$ cat config.mk
export PLATFORM = sky130hd
export DESIGN_NAME = mariocape_sprite_fetch
export DESIGN_NICKNAME = d
export VERILOG_FILES = /design/src/rtl/mariocape_sprite_fetch.sv
export SDC_FILE = /design/constraint.sdc
export NUM_CORES = 1
export LEC_CHECK = 0
export ABC_AREA = 0
export ABC_CLOCK_PERIOD_IN_PS = 1500
export BUFFER_PORTS_ARGS = -buffer_cell sky130_fd_sc_hd__buf_4
export CORE_ASPECT_RATIO = 1.25
export CORE_MARGIN = 1.5
export CORE_UTILIZATION = 51
export CTS_CLUSTER_SIZE = 25
export DETAILED_ROUTE_END_ITERATION = 8
export GPL_TIMING_DRIVEN = 1
export PLACE_DENSITY = 0.8
export SYNTH_ARGS = -nofsm -noshare
export SYNTH_HDL_FRONTEND = slang
export SYNTH_SLANG_ARGS = --single-unit
$ cat constraint.sdc
create_clock -name Clk -period 1.5 [get_ports Clk]
set_input_delay 0.075 -clock Clk [delete_from_list [all_inputs] [get_ports Clk]]
set_output_delay 0.075 -clock Clk [all_outputs]
set_load 0.05 [all_outputs]
$ cat src/rtl/mariocape_sprite_fetch.sv
`default_nettype none
// ============================================================================
// Module   : mariocape_sprite_fetch
// Brief    : Cape sprite box test, ROM address generation, palette index
//            capture and animation frame counter. Optional macro:
//            MARIOCAPE_MIRROR_EN enables horizontal flip via facing_left.
// Revision : 1.0 - initial release
// ============================================================================
module mariocape_sprite_fetch #(
  parameter int SPR_W      = 32,
  parameter int SPR_H      = 32,
  parameter int NUM_FRAMES = 4,
  parameter int FRAME_DIV  = 8,
  parameter int ADDR_W     = 12,
  parameter int TRANSP_IDX = 0,
  localparam int FRAME_W   = (NUM_FRAMES > 1) ? $clog2(NUM_FRAMES) : 1
) (
  input  logic              Clk,
  input  logic              Reset_n,
  input  logic              vs,
  input  logic [9:0]        DrawX,
  input  logic [9:0]        DrawY,
  input  logic [9:0]        SpriteX,
  input  logic [9:0]        SpriteY,
  input  logic              cape_active,
  input  logic              facing_left,
  output logic [ADDR_W-1:0] rom_addr,
  input  logic [3:0]        rom_q,
  output logic [3:0]        index,
  output logic              pixel_valid,
  output logic [FRAME_W-1:0] frame
);

  localparam int DIV_W = (FRAME_DIV > 1) ? $clog2(FRAME_DIV) : 1;
  localparam logic [DIV_W-1:0]   C_DIV_LAST   = DIV_W'(FRAME_DIV - 1);
  localparam logic [FRAME_W-1:0] C_FRAME_LAST = FRAME_W'(NUM_FRAMES - 1);
  localparam logic [ADDR_W-1:0]  C_FRAME_SZ   = ADDR_W'(SPR_W * SPR_H);
  localparam logic [ADDR_W-1:0]  C_ROW_SZ     = ADDR_W'(SPR_W);
  localparam logic [3:0]         C_TRANSP     = 4'(TRANSP_IDX);

  generate
    if ((NUM_FRAMES * SPR_W * SPR_H) > (2 ** ADDR_W)) begin : g_cfg_err
      $error("mariocape_sprite_fetch: ADDR_W too small for NUM_FRAMES*SPR_W*SPR_H");
    end
  endgenerate

  // ---------------- animation frame counter ----------------
  logic               r_vs_prev;
  logic [DIV_W-1:0]   r_div;
  logic [FRAME_W-1:0] r_frame;
  logic               w_vs_edge;

  assign w_vs_edge = r_vs_prev & ~vs;

  always_ff @(posedge Clk or negedge Reset_n) begin
    if (!Reset_n) begin
      r_vs_prev <= 1'b1;
      r_div     <= '0;
      r_frame   <= '0;
    end else begin
      r_vs_prev <= vs;
      // Parking on frame 0 wins over a coincident vsync edge.
      if (!cape_active) begin
        r_div   <= '0;
        r_frame <= '0;
      end else if (w_vs_edge) begin
        if (r_div == C_DIV_LAST) begin
          r_div   <= '0;
          r_frame <= (r_frame == C_FRAME_LAST) ? '0 : r_frame + 1'b1;
        end else begin
          r_div <= r_div + 1'b1;
        end
      end
    end
  end

  assign frame = r_frame;

  // ---------------- stage 0: box test and address ----------------
  logic [9:0]        w_dx;
  logic [9:0]        w_dy;
  logic              w_inbox;
  logic [ADDR_W-1:0] w_col;
  logic [ADDR_W-1:0] w_addr;

  // Negative offsets wrap to large values, so off-screen parts clip naturally.
  assign w_dx    = DrawX - SpriteX;
  assign w_dy    = DrawY - SpriteY;
  assign w_inbox = (32'(w_dx) < 32'(SPR_W)) && (32'(w_dy) < 32'(SPR_H));

`ifdef MARIOCAPE_MIRROR_EN
  assign w_col = (w_inbox && facing_left) ? (ADDR_W'(SPR_W - 1) - ADDR_W'(w_dx))
                                          : ADDR_W'(w_dx);
`else
  logic w_unused_facing;
  assign w_unused_facing = facing_left;
  assign w_col = ADDR_W'(w_dx);
`endif

  assign w_addr = (ADDR_W'(r_frame) * C_FRAME_SZ) + (ADDR_W'(w_dy) * C_ROW_SZ) + w_col;

  logic [ADDR_W-1:0] r_rom_addr;
  logic              r_v1;

  always_ff @(posedge Clk or negedge Reset_n) begin
    if (!Reset_n) begin
      r_rom_addr <= '0;
      r_v1       <= 1'b0;
    end else begin
      r_rom_addr <= w_inbox ? w_addr : '0;
      r_v1       <= w_inbox;
    end
  end

  assign rom_addr = r_rom_addr;

  // ---------------- stage 1: index capture ----------------
  logic [3:0] r_index;
  logic       r_pixel_valid;

  always_ff @(posedge Clk or negedge Reset_n) begin
    if (!Reset_n) begin
      r_index       <= '0;
      r_pixel_valid <= 1'b0;
    end else begin
      r_index       <= r_v1 ? rom_q : C_TRANSP;
      r_pixel_valid <= r_v1 && (rom_q != C_TRANSP);
    end
  end

  assign index       = r_index;
  assign pixel_valid = r_pixel_valid;

endmodule
`default_nettype wire

# After elaboration in Yosys (flattened, before gate mapping)

Index checks and enable logic that the tools add are counted.

Output and inout bits: 19
Word-level logic and storage cells: 34
Register bits after elaboration: 24
Input bits: 49

Reductions and logical operators: 4
Equal/unequal tests: 4
Order comparisons: 2
Bitwise gates (word level): 2
Add/sub/neg operators: 6
Muxes and demuxes: 9

Operators by type and width:

| cell                  | count |
|---|---|
| $lt A10 B6 Y1 const B | 2 |
| $sub A10 B10 Y10      | 2 |
| $add A12 B10 Y12      | 1 |
| $add A12 B12 Y12      | 1 |
| $mux W12              | 1 |
| $mux W3               | 3 |
| $mux W2               | 4 |
| $mux W4               | 1 |
| $ne A2 B1 Y1 const B  | 2 |
| $reduce_bool A4 Y1    | 1 |
| $add A3 B1 Y3 const B | 1 |
| $eq A3 B3 Y1 const B  | 1 |
| $add A2 B1 Y2 const B | 1 |
| $eq A2 B2 Y1 const B  | 1 |
| $logic_and A1 B1 Y1   | 2 |
| $reduce_and A2 Y1     | 1 |
| $and A1 B1 Y1         | 1 |
| $not A1 Y1            | 1 |

# Depth between registers and ports, before layout

Gate-level depths: netlist of the first run.

Depth after elaboration: 5
Gate-level depth with buffers: 16
Mapped depth without buffers: 15

# Least setup slack after synthesis of the first run

OpenSTA, ideal clock, no wires.

Kind: input to register
Start point: input port DrawX[0]
End point: register r_rom_addr[10], in the netlist rom_addr[10]
Slack: -1.250 ns
Stages: 15
Buffers on the path: 0
Data arrival time: 2.612 ns
Cells stage by stage: inv_1 > ha_1 > fa_1 > nor2b_1 > o211ai_1 > nand3_1 > nor3b_1 > inv_1 > ha_1 > a21o_1 > a21oi_1 > o21ai_0 > a21oi_1 > xor2_1 > nor3_1

Longest elaborated chain between the ends: 4
Elaborated cells between the ends (all ways): 5
Those cells by class: add/sub (2); order compare (1); mux (1); reduce/logical (1)

Ends and longest elaborated chain:

| item                 | RTL line | text |
|---|---|---|
| start, declared      | 21       | `input logic [9:0] DrawX,` |
| $sub A10 B10 Y10 (*) | 87       | `assign w_dx = DrawX - SpriteX;` |
| $lt A10 B6 Y1        | 89       | `assign w_inbox = (32'(w_dx) < 32'(SPR_W)) && (32'(w_dy) < 32'(SPR_H));` |
| $logic_and A1 B1 Y1  | 89       |  |
| $mux W12 (*)         | 110      | `r_rom_addr <= w_inbox ? w_addr : '0;` |
| end signal, assigned | 110      |  |
| end, declared        | 102      | `logic [ADDR_W-1:0] r_rom_addr;` |

Every way passes the cells marked *; elsewhere a longest branch is shown, timed or not.
A chain may end at the register's enable or synchronous reset.

# Worst setup path after layout of the first run

Start point: input port DrawX[0]
End point: register r_rom_addr[11], in the netlist rom_addr[11]

Same word-level chain as after synthesis.

==> results.ini, run 1 <==
[outcome]
outcome = complete, but fails checks
violations = setup timing

[yosys]
synthArstFlopShare_pct = 100
postSynthCellCount = 232
synthFlopType = dfrtp_1
yosys-top-cells-count = inv_1, ha_1, dfrtp_1, a21oi_1, nor2b_1
synth_most_common_cell = inv_1
synth_top_area_cell = dfrtp_1
netlist_area_um2 = 2060
yosys-top-cells-area = dfrtp_1, ha_1, inv_1
avgSynthCellArea_um2 = 8.87
synth-seq-area-share_pct = 29.2
synth_edf_count = 0
yosysWarnings = 0
synth_top_area_share_pct = 28.0
synth.distinct_cells = 48
ys_ff_latch = 24
syn_nets = 311

[sta]
setup_slack_ns = -1.22
skew_ns = 0.00806
setup_viol = 13
post-route-period-util_pct = 181
drv_slew = 0
rsz0062_at_grt = true
period_needed_ns = 2.72
finalHoldViolCount = 0
tightestPinTransition_ns = 0.386
fmax_mhz = 368
max_slew_margin_pct = 74.2
final.setup.tns_ns = -10.51

[clock_network]
cts_htree_levels = 1
cts_tree = built
clk_pin_slew_ns = 0.09
clock-sinks = 24
clk_path_buf_depth = 2
cts_buffers = 3
clk_latency_ns = 0.27
cts.root.buffer_cell = clkbuf_8

[power_and_ir_drop]
p_total_mw = 2.77
vdd_drop_max_v = 0.000408
power_density_nw_per_um2 = 766
power.leakage_nw = 1.79

[detailed_routing]
route.vias.total = 2735
drt_iter0_drc = 231
avgViaCountPerCell = 6.51
wirelength_mm = 10.1
wire_per_inst_um = 24.1
drt_first_pass_iters = 5
drcViolationCount = 0
postRouteAntennaNets = 0

[placement]
port_buffers = 66
place_worst_setup_slack_ns = -1.25
hpwl_mm = 4.38
placed_cell_area_um2 = 3190
placed_cells = 404
gp_congestion = 0.807

[final_layout]
antennaDiodeCount = 0
stdcell_area_um2 = 3610
nFillCells = 106
syn2layout_area_growth_pct = 75.6
layout.nets = 446
final_layout_size_suffix_gt1_share_pct = 55.5
layout.cells.non_filler = 420

[worst_setup_path]
path_common_cell = fa_2
cpPeakStageDelay_ns = 0.37
critPathCaptureType = flip-flop
critPathTopFamily = compound AO/OA/AOI/OAI gates
worstPathRequired_ns = 1.65
worstPathMaxFanout = 2
crit_type = input port to flip-flop
critPathBufInv = 3
crit_slowest_cell = fa_2
start_kind = input port
path_cells = buf_8, inv_8, ha_4, fa_2, nor2b_2, o211ai_1, a211oi_2, nor3b_4, buf_4, fa_2, nor2b_4, o21ai_2, a21oi_2, o21a_1, o21ai_0, nor4b_2
critPathArrivalTime_ns = 2.87

[floorplan]
ios = 68
row_count = 25
die_w_um = 59.8
die_y_um = 74.0
die-area_um2 = 4430
start_util_pct = 53.9
core_um2 = 3820

[run]
maxCapViolations = 0

[global_routing]
antenna_found_initial = 0
grt_use_total_pct = 36.7
grt-ovfl-total = 0
grt_pass1_wl_mm = 12.3
grt_max_degree = 25
grt_pass1_vias = 2558

[hold_path]
worstHoldPathType = input port to flip-flop

[worst reg2reg max path: cells and delay by family, from the launching register on]
family | cells | cell delay (ns)
AOI/OAI and AO/OA | 2 | 0.41
and+or+nand+nor | 1 | 0.27
adders and majority gates | 1 | 0.35
DFF | 1 | 0.46
[where the power goes]
group / switching (mW) / internal [mW]
clock: 0.217 / 0.235
combinational: 0.839 / 0.821
sequential: 0.00442 / 0.653
total: 1.06 / 1.71
[cell usage in the layout, fill, tap and decap left out, types with 3 or more instances in the layout]
master | netlist | routed
buf_4 | 0 | 125
inv_1 | 30 | 23
dfrtp_1 | 23 | 23
ha_1 | 27 | 15
nor2b_1 | 14 | 10
nor2_1 | 11 | 10
ha_4 | 0 | 10
a21oi_1 | 14 | 9
o21ai_0 | 12 | 7
xnor2_1 | 8 | 6
nand2_1 | 7 | 6
nor3_2 | 0 | 6
and2_1 | 7 | 5
buf_6 | 1 | 5
a21o_1 | 4 | 4
nand2b_1 | 4 | 4
a21oi_2 | 0 | 4
mux2i_1 | 4 | 4
nor3_1 | 12 | 4
clkbuf_8 | 0 | 4
inv_2 | 0 | 3
nor2b_4 | 0 | 3
o21ai_2 | 0 | 3
o21a_1 | 3 | 3
o211ai_1 | 3 | 3
nand3_1 | 5 | 3
nand4_1 | 3 | 3
fa_2 | 0 | 3
[area by class of cell]
| type | instances | area (um2) | share of cell area [%] |
|---|---|---|---|
| Inverter | 30 | 133 | 3.67 |
| Tap cell | 54 | 67.6 | 1.87 |
| Timing Repair Buffer | 134 | 1040 | 28.9 |
| Clock buffer | 4 | 55.1 | 1.52 |
| Multi-Input combinational cell | 174 | 1710 | 47.4 |
| Sequential cell | 24 | 602 | 16.7 |
[path summary, 6_finish.rpt]
path / start / endpoint / slack (ns) / depth (start not counted)
min in group asynchronous: Reset_n / rom_addr[0]$_DFF_PN0_ / 0.25 / 2
setup reg to reg: frame[0]$_DFFE_PN0P_ / rom_addr[11]$_DFF_PN0_ / -0.08 / 4
hold / removal: rom_q[0] / pixel_valid$_DFF_PN0_ / 0.05 / 2
hold reg to reg: r_v1$_DFF_PN0_ / pixel_valid$_DFF_PN0_ / 0.65 / 1
setup / recovery: DrawX[0] / rom_addr[11]$_DFF_PN0_ / -1.22 / 16
max in group asynchronous: Reset_n / r_vs_prev$_DFF_PN1_ / 0.96 / 2
[sequential cells by signal (all words and copies together), names as in the netlist]
name	cells
frame	2
index	4
pixel_valid	1
r_div	3
r_v1	1
r_vs_prev	1
rom_addr	12
[cells by family after synthesis]
family | synth area share (%)
xor gates and xnor gates | 4.26
and+or+nand+nor | 20.6
adders and majority gates | 19.3
buffers and inverters | 6.63
AOI/OAI and AO/OA | 18.0
muxes | 1.95
DFF | 29.2
[metal layers]
| layer | vias up | track usage, % | wire [um] |
|---|---|---|---|
| met5 | - | 0 | 0 |
| met4 | 0 | 24.2 | 1020 |
| met1 | 1273 | 36.4 | 3330 |
| met2 | 257 | 66.1 | 4820 |
| li1 | 1097 | - | - |
| met3 | 108 | 8.87 | 967 |
[metrics by stage]
| step | hold slack, ns | utilization [%] |
|---|---|---|
| floorplan | -0.221 | - |
| global placement | -0.0237 | 83.7 |
| detailed placement | -0.0239 | 83.7 |
| CTS | 0.0397 | 91.6 |
| global route | 0.0441 | 94.7 |
| finish | 0.0454 | 94.7 |
[timing repair]
| item | 4_1_cts | 5_1_grt |
|---|---|---|
| pin swaps | 27 | 12 |
| setup endpoints to repair | 13 | 14 |
| hold buffers | 2 | 0 |
| endpoints found under the hold margin | 25 | 0 |
| gates resized for setup | 36 | 18 |
| buffers inserted | 9 | 3 |
(Power assumes the default switching activity.)
==> inputs of run 2 (changes only) <==
CORE_MARGIN = 2   (was 1.5)
REMOVE_ABC_BUFFERS = 1   (was not set)
SLEW_MARGIN = 0   (was not set)
==> results.ini, run 2 <==
[outcome]
error = [ERROR GRT-0232] Routing congestion too high. Check the congestion heatmap in the GUI.
stop_stage = global routing
outcome = did not finish

[yosys]
synth_top_area_share_pct = 28.0  ; unchanged
synth_top_area_cell = dfrtp_1
ys_ff_latch = 24  ; unchanged
synth-seq-area-share_pct = 29.2  ; unchanged
synth_most_common_cell = inv_1
avgSynthCellArea_um2 = 8.87  ; unchanged
yosys-top-cells-count = inv_1, ha_1, dfrtp_1, a21oi_1, nor2b_1
postSynthCellCount = 232  ; unchanged
netlist_area_um2 = 2060  ; unchanged
synthArstFlopShare_pct = 100  ; unchanged
synth.distinct_cells = 48  ; unchanged
yosys-top-cells-area = dfrtp_1, ha_1, inv_1
synthFlopType = dfrtp_1
synth_edf_count = 0  ; unchanged
yosysWarnings = 0  ; unchanged

[floorplan]
die_y_um = 75.0  ; +1.4%
die_w_um = 60.8  ; +1.7%
start_util_pct = 53.9  ; unchanged
ios = 68  ; unchanged
row_count = 25  ; unchanged

[global_routing]
grt_use_total_pct = 78.7
grt-ovfl-total = 144
grt_max_degree = 25

[clock_network]
cts_htree_levels = 1  ; unchanged
clk_path_buf_depth = 2  ; unchanged
cts.root.buffer_cell = clkbuf_8
cts_buffers = 3  ; unchanged
clock-sinks = 24  ; unchanged

[placement]
hpwl_mm = 4.05  ; -7.5%
placed_cells = 401  ; -0.74%
port_buffers = 66  ; unchanged
gp_congestion = 0.876  ; +8.5%

[sta]
postGrtWorstEndpoint = rom_addr[10]$_DFF_PN0_/D
worst_path_end_type = register data pin

==> run 2: cell counts after synthesis <==
No cell type changed its count.
==> run 2: kinds of logic after synthesis <==
logic type      after synthesis  synth area share (%)
compound gates               55                  18.0
buf+inv                      34                  6.63
xor+xnor                     10                  4.26
flops                        24                  29.2
fa+ha+maj                    30                  19.3
mux                           4                  1.95
simple gates                 75                  20.6
==> run 2: timing repair <==
| action | 4_1_cts |
|---|---|
| endpoints found under the hold margin | 25 |
| gates resized for setup | 60 |
| setup endpoints to repair | 14 |
| buffers inserted | 7 |
| pin swaps | 31 |
| hold buffers | 2 |
==> run 2: stage by stage <==
step	worst slack (ns)	instance area [um2]
after floorplan	-1.25	2030
after detailed placement	-1.51	3010
after global placement	-1.36	3010
after CTS	-0.887	3390
==> run 2: layer usage <==
| metal | GRT overflow | track usage, % |
|---|---|---|
| met5 | 0 | 0 |
| met4 | 53 | 93.5 |
| met3 | 0 | 47.9 |
| met2 | 91 | 105 |
| met1 | 0 | 74.9 |
==> inputs of run 3 (changes only) <==
CORE_ASPECT_RATIO = not set   (was 1.25)
CORE_UTILIZATION = 40   (was 51)
CTS_CLUSTER_SIZE = not set   (was 25)
PLACE_DENSITY = not set   (was 0.8)
PLACE_DENSITY_LB_ADDON = 0.15   (was not set)
==> results.ini, run 3 (synthesis gave the netlist of run 1 again) <==
[sta]
setup_viol = 13
max_slew_margin_pct = 77.4
skew_ns = 0.00112
drv_slew = 0
tightestPinTransition_ns = 0.336
setup_slack_ns = -0.885
period_needed_ns = 2.38
finalHoldViolCount = 0
final.setup.tns_ns = -7.60
rsz0062_at_grt = true
post-route-period-util_pct = 159
fmax_mhz = 419

[clock_network]
cts_tree = built
cts.root.buffer_cell = clkbuf_8
clk_path_buf_depth = 2  ; unchanged
clock-sinks = 24  ; unchanged
cts_htree_levels = 1  ; unchanged
clk_latency_ns = 0.26
cts_buffers = 3  ; unchanged
clk_pin_slew_ns = 0.08

[worst_setup_path]
critPathBufInv = 2
worstPathRequired_ns = 1.68
critPathCaptureType = flip-flop
worstReg2RegEnd = frame[1]$_DFFE_PN0P_
path_common_cell = fa_2
crit_type = input port to flip-flop
path_cells = buf_8, inv_4, ha_4, fa_2, nor2b_2, o211ai_1, a211oi_2, nor3b_4, fa_2, nor2b_4, o21ai_2, a21oi_2, o21a_1, nor3_2, nor4b_2
ff2ff_path_depth = 5
crit_slowest_cell = fa_2
critPathArrivalTime_ns = 2.56
r2r_slack_ns = 0.17
start_kind = input port
critPathTopFamily = adder cells
cpPeakStageDelay_ns = 0.38
worstPathMaxFanout = 2
r2r_start = r_div[0]$_DFFE_PN0P_

[detailed_routing]
drt_iter0_drc = 52
drcViolationCount = 0
route.vias.total = 2164
avgViaCountPerCell = 4.94
wire_per_inst_um = 12.5
drt_first_pass_iters = 4
postRouteAntennaNets = 0
wirelength_mm = 5.46

[hold_path]
hold_end = pixel_valid$_DFF_PN0_
hold_depth = 2
hold_start = rom_q[0]
worstHoldPathType = input port to flip-flop

[placement]
port_buffers = 66  ; unchanged
hpwl_mm = 3.82  ; -5.6%
gp_congestion = 0.776  ; -11%
placed_cells = 420  ; +4.7%

[final_layout]
antennaDiodeCount = 0
nFillCells = 384
syn2layout_area_growth_pct = 77.3
layout_commonest_cell = buf_4
largest_reg_flops = 12
layout.cells.non_filler = 438
final_cell_mix = buf_4, inv_1, dfrtp_1, ha_1, buf_6
layout.nets = 448
final_layout_size_suffix_gt1_share_pct = 55.2

[floorplan]
core_um2 = 5040
die_y_um = 75.7  ; +0.94%
row_count = 26  ; +4.0%
start_util_pct = 40.8  ; -13 points
ios = 68  ; unchanged
die-area_um2 = 5740
die_w_um = 75.7  ; +25%

[power_and_ir_drop]
power_density_nw_per_um2 = 684
switchingPower_uw = 834
internal_power_mw = 1.66
power.leakage_nw = 1.80
combinationalPowerShare_pct = 56.6
vdd_drop_max_v = 0.000336
netSwitchingFraction_pct = 33.4
p_clk_share_pct = 17.2
p_seq_share_pct = 26.2
p_total_mw = 2.50

[outcome]
outcome = complete, but fails checks
violations = setup timing

[global_routing]
grt_use_total_pct = 18.2
grt_pass1_wl_mm = 8.22
antenna_found_initial = 0
grt_max_degree = 25
grt_pass1_vias = 1974
grt-ovfl-total = 0

[run]
maxCapViolations = 0

## run 3: layout make-up
class	instances	area (um2)	area share, %
clock buffer	4	55.1	1.51
inverter	30	120	3.29
multi-input combinational	174	1690	46.2
sequential	24	602	16.5
tap	70	87.6	2.40
timing repair buffer	136	1100	30.1
## run 3: metal layers
metal	vias to the layer above	routed length [um]	global-route usage [%]
met2	60	2890	34.3
met3	13	177	0.397
met4	0	97	4.68
li1	1093	-	-
met5	-	0	0
met1	998	2290	22.8
## run 3: timing repair
item / in CTS / in global routing
hold buffers: 2 / 0
endpoints found under the setup margin: 13 / 13
pin swaps: 26 / 28
buffers inserted: 14 / 5
resized for setup: 47 / 57
hold endpoints to repair: 25 / 0
## run 3: through the flow
step,setup slack (ns),util (%),hold WS (ns),cell area (um2)
after CTS,-0.914,67.1,0.0312,3380
after detailed placement,-1.47,60.2,-0.0197,3040
after floorplan,-1.25,-,-0.221,2030
after global placement,-1.40,60.2,-0.0164,3040
after global routing,-0.989,72.4,0.0402,3650
final,-0.885,72.4,0.0314,3650
## run 3: power by group through the flow
| stage | clock network (mW) | registers [mW] | logic (mW) |
|---|---|---|---|
| after floorplan | 0 | 0.672 | 0.543 |
| after global placement | 0 | 0.668 | 1.01 |
| after detailed placement | 0 | 0.668 | 1.02 |
| after CTS | 0.433 | 0.655 | 1.20 |
| after global routing | 0.450 | 0.656 | 1.55 |
| final | 0.428 | 0.655 | 1.41 |
## run 3: worst max path at each step
stage	slack, ns	end	cells past startpoint	start
global route	-0.99	rom_addr[10]$_DFF_PN0_	17	DrawX[0]
detailed placement	-1.47	rom_addr[11]$_DFF_PN0_	16	DrawX[0]
floorplan	-1.25	rom_addr[10]$_DFF_PN0_	15	DrawX[0]
finish	-0.88	rom_addr[11]$_DFF_PN0_	15	DrawX[0]
global placement	-1.40	rom_addr[11]$_DFF_PN0_	16	DrawX[0]
CTS	-0.91	rom_addr[11]$_DFF_PN0_	16	SpriteX[1]
## run 3: worst reg2reg max path: cells and delay by family (launching register included)
| family | cells | cell delay (ns) |
|---|---|---|
| flip-flops | 1 | 0.40 |
| multiplexers | 1 | 0.21 |
| adder cells (fa/ha/maj) | 2 | 0.39 |
| AND/OR/NAND/NOR | 2 | 0.22 |
==> inputs of run 4 (changes only) <==
CELL_PAD_IN_SITES_DETAIL_PLACEMENT = 0   (was not set)
CELL_PAD_IN_SITES_GLOBAL_PLACEMENT = 1   (was not set)
CORE_UTILIZATION = 37   (was 40)
RECOVER_POWER = 100   (was not set)
==> results.ini, run 4 (synthesis gave the netlist of run 1 again) <==
[floorplan]
die_w_um = 78.6  ; +3.8%
core_um2 = 5440  ; +7.9%
die-area_um2 = 6180  ; +7.7%
die_y_um = 78.6  ; +3.8%
row_count = 27  ; +3.8%
start_util_pct = 37.8  ; -3.0 points
ios = 68  ; unchanged

[final_layout]
antennaDiodeCount = 0  ; unchanged
final_cell_mix = buf_4, inv_1, dfrtp_1, clkbuf_1, ha_1
largest_reg_flops = 12  ; unchanged
layout_commonest_cell = buf_4
stdcell_area_um2 = 3540  ; -2.9%
final_layout_size_suffix_gt1_share_pct = 48.9  ; -6.3 points
nFillCells = 481  ; +25%
syn2layout_area_growth_pct = 72.2
layout.cells.non_filler = 438  ; unchanged
layout.nets = 446  ; -0.45%

[global_routing]
grt_pass1_wl_mm = 8.89  ; +8.2%
grt-ovfl-total = 0  ; unchanged
grt_use_total_pct = 17.6  ; -0.62 points
grt_pass1_vias = 2088  ; +5.8%
antenna_found_initial = 0  ; unchanged
grt_max_degree = 25  ; unchanged

[detailed_routing]
postRouteAntennaNets = 0  ; unchanged
wl_met1_mm = 2.30  ; +0.22%
avgViaCountPerCell = 4.95  ; +0.18%
wl_met3_um = 258  ; +46%
drt_first_pass_iters = 4  ; unchanged
highest_layer = met4
drt_iter0_drc = 42  ; -19%
wl_met2_mm = 2.87  ; -0.76%
wirelength_mm = 5.46  ; about the same
wire_per_inst_um = 12.5  ; about the same
drcViolationCount = 0  ; unchanged
route.vias.total = 2168  ; +0.18%

[sta]
fmax_mhz = 411  ; -1.9%
rsz0062_at_grt = true
setup_slack_ns = -0.931  ; -0.0460 ns
final.setup.tns_ns = -8.45  ; -0.846 ns
drv_slew = 0  ; unchanged
finalHoldViolCount = 0  ; unchanged
setup_viol = 13  ; unchanged
skew_ns = 0.00786  ; +0.00674 ns
tightestPinTransition_ns = 0.621  ; +0.286 ns
max_slew_margin_pct = 58.8  ; -19 points
period_needed_ns = 2.43  ; +0.0460 ns
post-route-period-util_pct = 162  ; +3.1 points

[power_and_ir_drop]
power.leakage_nw = 1.70  ; -5.4%
power_density_nw_per_um2 = 755  ; +10%
vdd_drop_max_v = 0.000500  ; +49%
p_total_mw = 2.68  ; +7.2%

[outcome]
outcome = complete, but fails checks
violations = setup timing

[clock_network]
clock-sinks = 24  ; unchanged
cts.root.buffer_cell = clkbuf_8
cts_tree = built
clk_pin_slew_ns = 0.09  ; about the same
cts_htree_levels = 1  ; unchanged
cts_buffers = 3  ; unchanged
clk_path_buf_depth = 2  ; unchanged
clk_latency_ns = 0.27  ; about the same

[placement]
place_worst_setup_slack_ns = -1.48  ; -0.0128 ns
placed_cells = 418  ; -0.48%
hpwl_mm = 3.89  ; +1.6%
placed_cell_area_um2 = 3010  ; -0.91%
port_buffers = 66  ; unchanged
gp_congestion = 0.826  ; +6.5%

[worst_setup_path]
path_cells = buf_6, ha_4, fa_2, nor2b_2, o211ai_1, a211oi_2, nor3b_4, fa_2, nor2b_4, o21ai_2, a21oi_2, o21a_1, o21ai_0, nor4b_2
cpPeakStageDelay_ns = 0.38  ; about the same
r2r_slack_ns = 0.15  ; -0.02 ns
critPathCaptureType = flip-flop
critPathArrivalTime_ns = 2.58  ; +0.02 ns
worstPathMaxFanout = 2  ; unchanged
start_kind = input port
crit_slowest_cell = fa_2
path_common_cell = fa_2
worstPathRequired_ns = 1.64  ; -0.04 ns
crit_type = input port to flip-flop

[hold_path]
worstHoldPathType = input port to flip-flop

[run]
maxCapViolations = 0  ; unchanged

run 4: area by class of cell:
type                       count  area [um2]  share of cell area [%]
multi-input combinational    175        1700                    48.1
sequential                    24         602                    17.0
inverter                      30         118                    3.32
clock inverter                 1        30.0                   0.847
tap                           72        90.1                    2.54
timing repair buffer         133         960                    27.1
clock buffer                   3        41.3                    1.16
run 4: path summary, 6_finish.rpt:
check	startpoint	to	depth (start not counted)
max in group asynchronous	Reset_n	r_vs_prev$_DFF_PN1_	2
min in group asynchronous	Reset_n	index[1]$_DFF_PN0_	2
max	SpriteX[0]	rom_addr[11]$_DFF_PN0_	14
min	rom_q[0]	pixel_valid$_DFF_PN0_	2
min reg2reg	r_v1$_DFF_PN0_	index[2]$_DFF_PN0_	1
max reg2reg	frame[0]$_DFFE_PN0P_	rom_addr[11]$_DFF_PN0_	4
run 4: what timing repair did:
action                                 in CTS  in global routing
gates cloned                                1                  0
endpoints found under the hold margin      25                  0
pin swaps                                  32                 17
hold buffers                                2                  0
setup endpoints to repair                  13                 13
setup buffers                              25                  5
resized for setup                          55                 32
run 4: critical path: cells and delay by family:
| family | cells | cell delay [ns] |
|---|---|---|
| simple gates | 4 | 0.55 |
| buf+inv | 1 | 0.10 |
| compound gates | 6 | 0.95 |
| fa+ha+maj | 3 | 0.91 |
run 4: per-layer routing:
metal,global-route usage (%),vias up
met2,32.0,55
met5,0,-
met4,3.68,0
li1,-,1098
met3,1.84,4
met1,22.3,1011
run 4: stage by stage:
| stage | util (%) | hold slack (ns) |
|---|---|---|
| after floorplan | - | -0.221 |
| after global placement | 55.3 | -0.0141 |
| after detailed placement | 55.3 | -0.0150 |
| after CTS | 62.9 | 0.0262 |
| after global routing | 65.2 | 0.0194 |
| final | 65.2 | 0.0249 |
run 4: where the power goes:
group          internal, mW  switching, mW
clock                 0.357          0.206
combinational         0.806          0.653
sequential            0.653        0.00277
total                  1.82          0.862
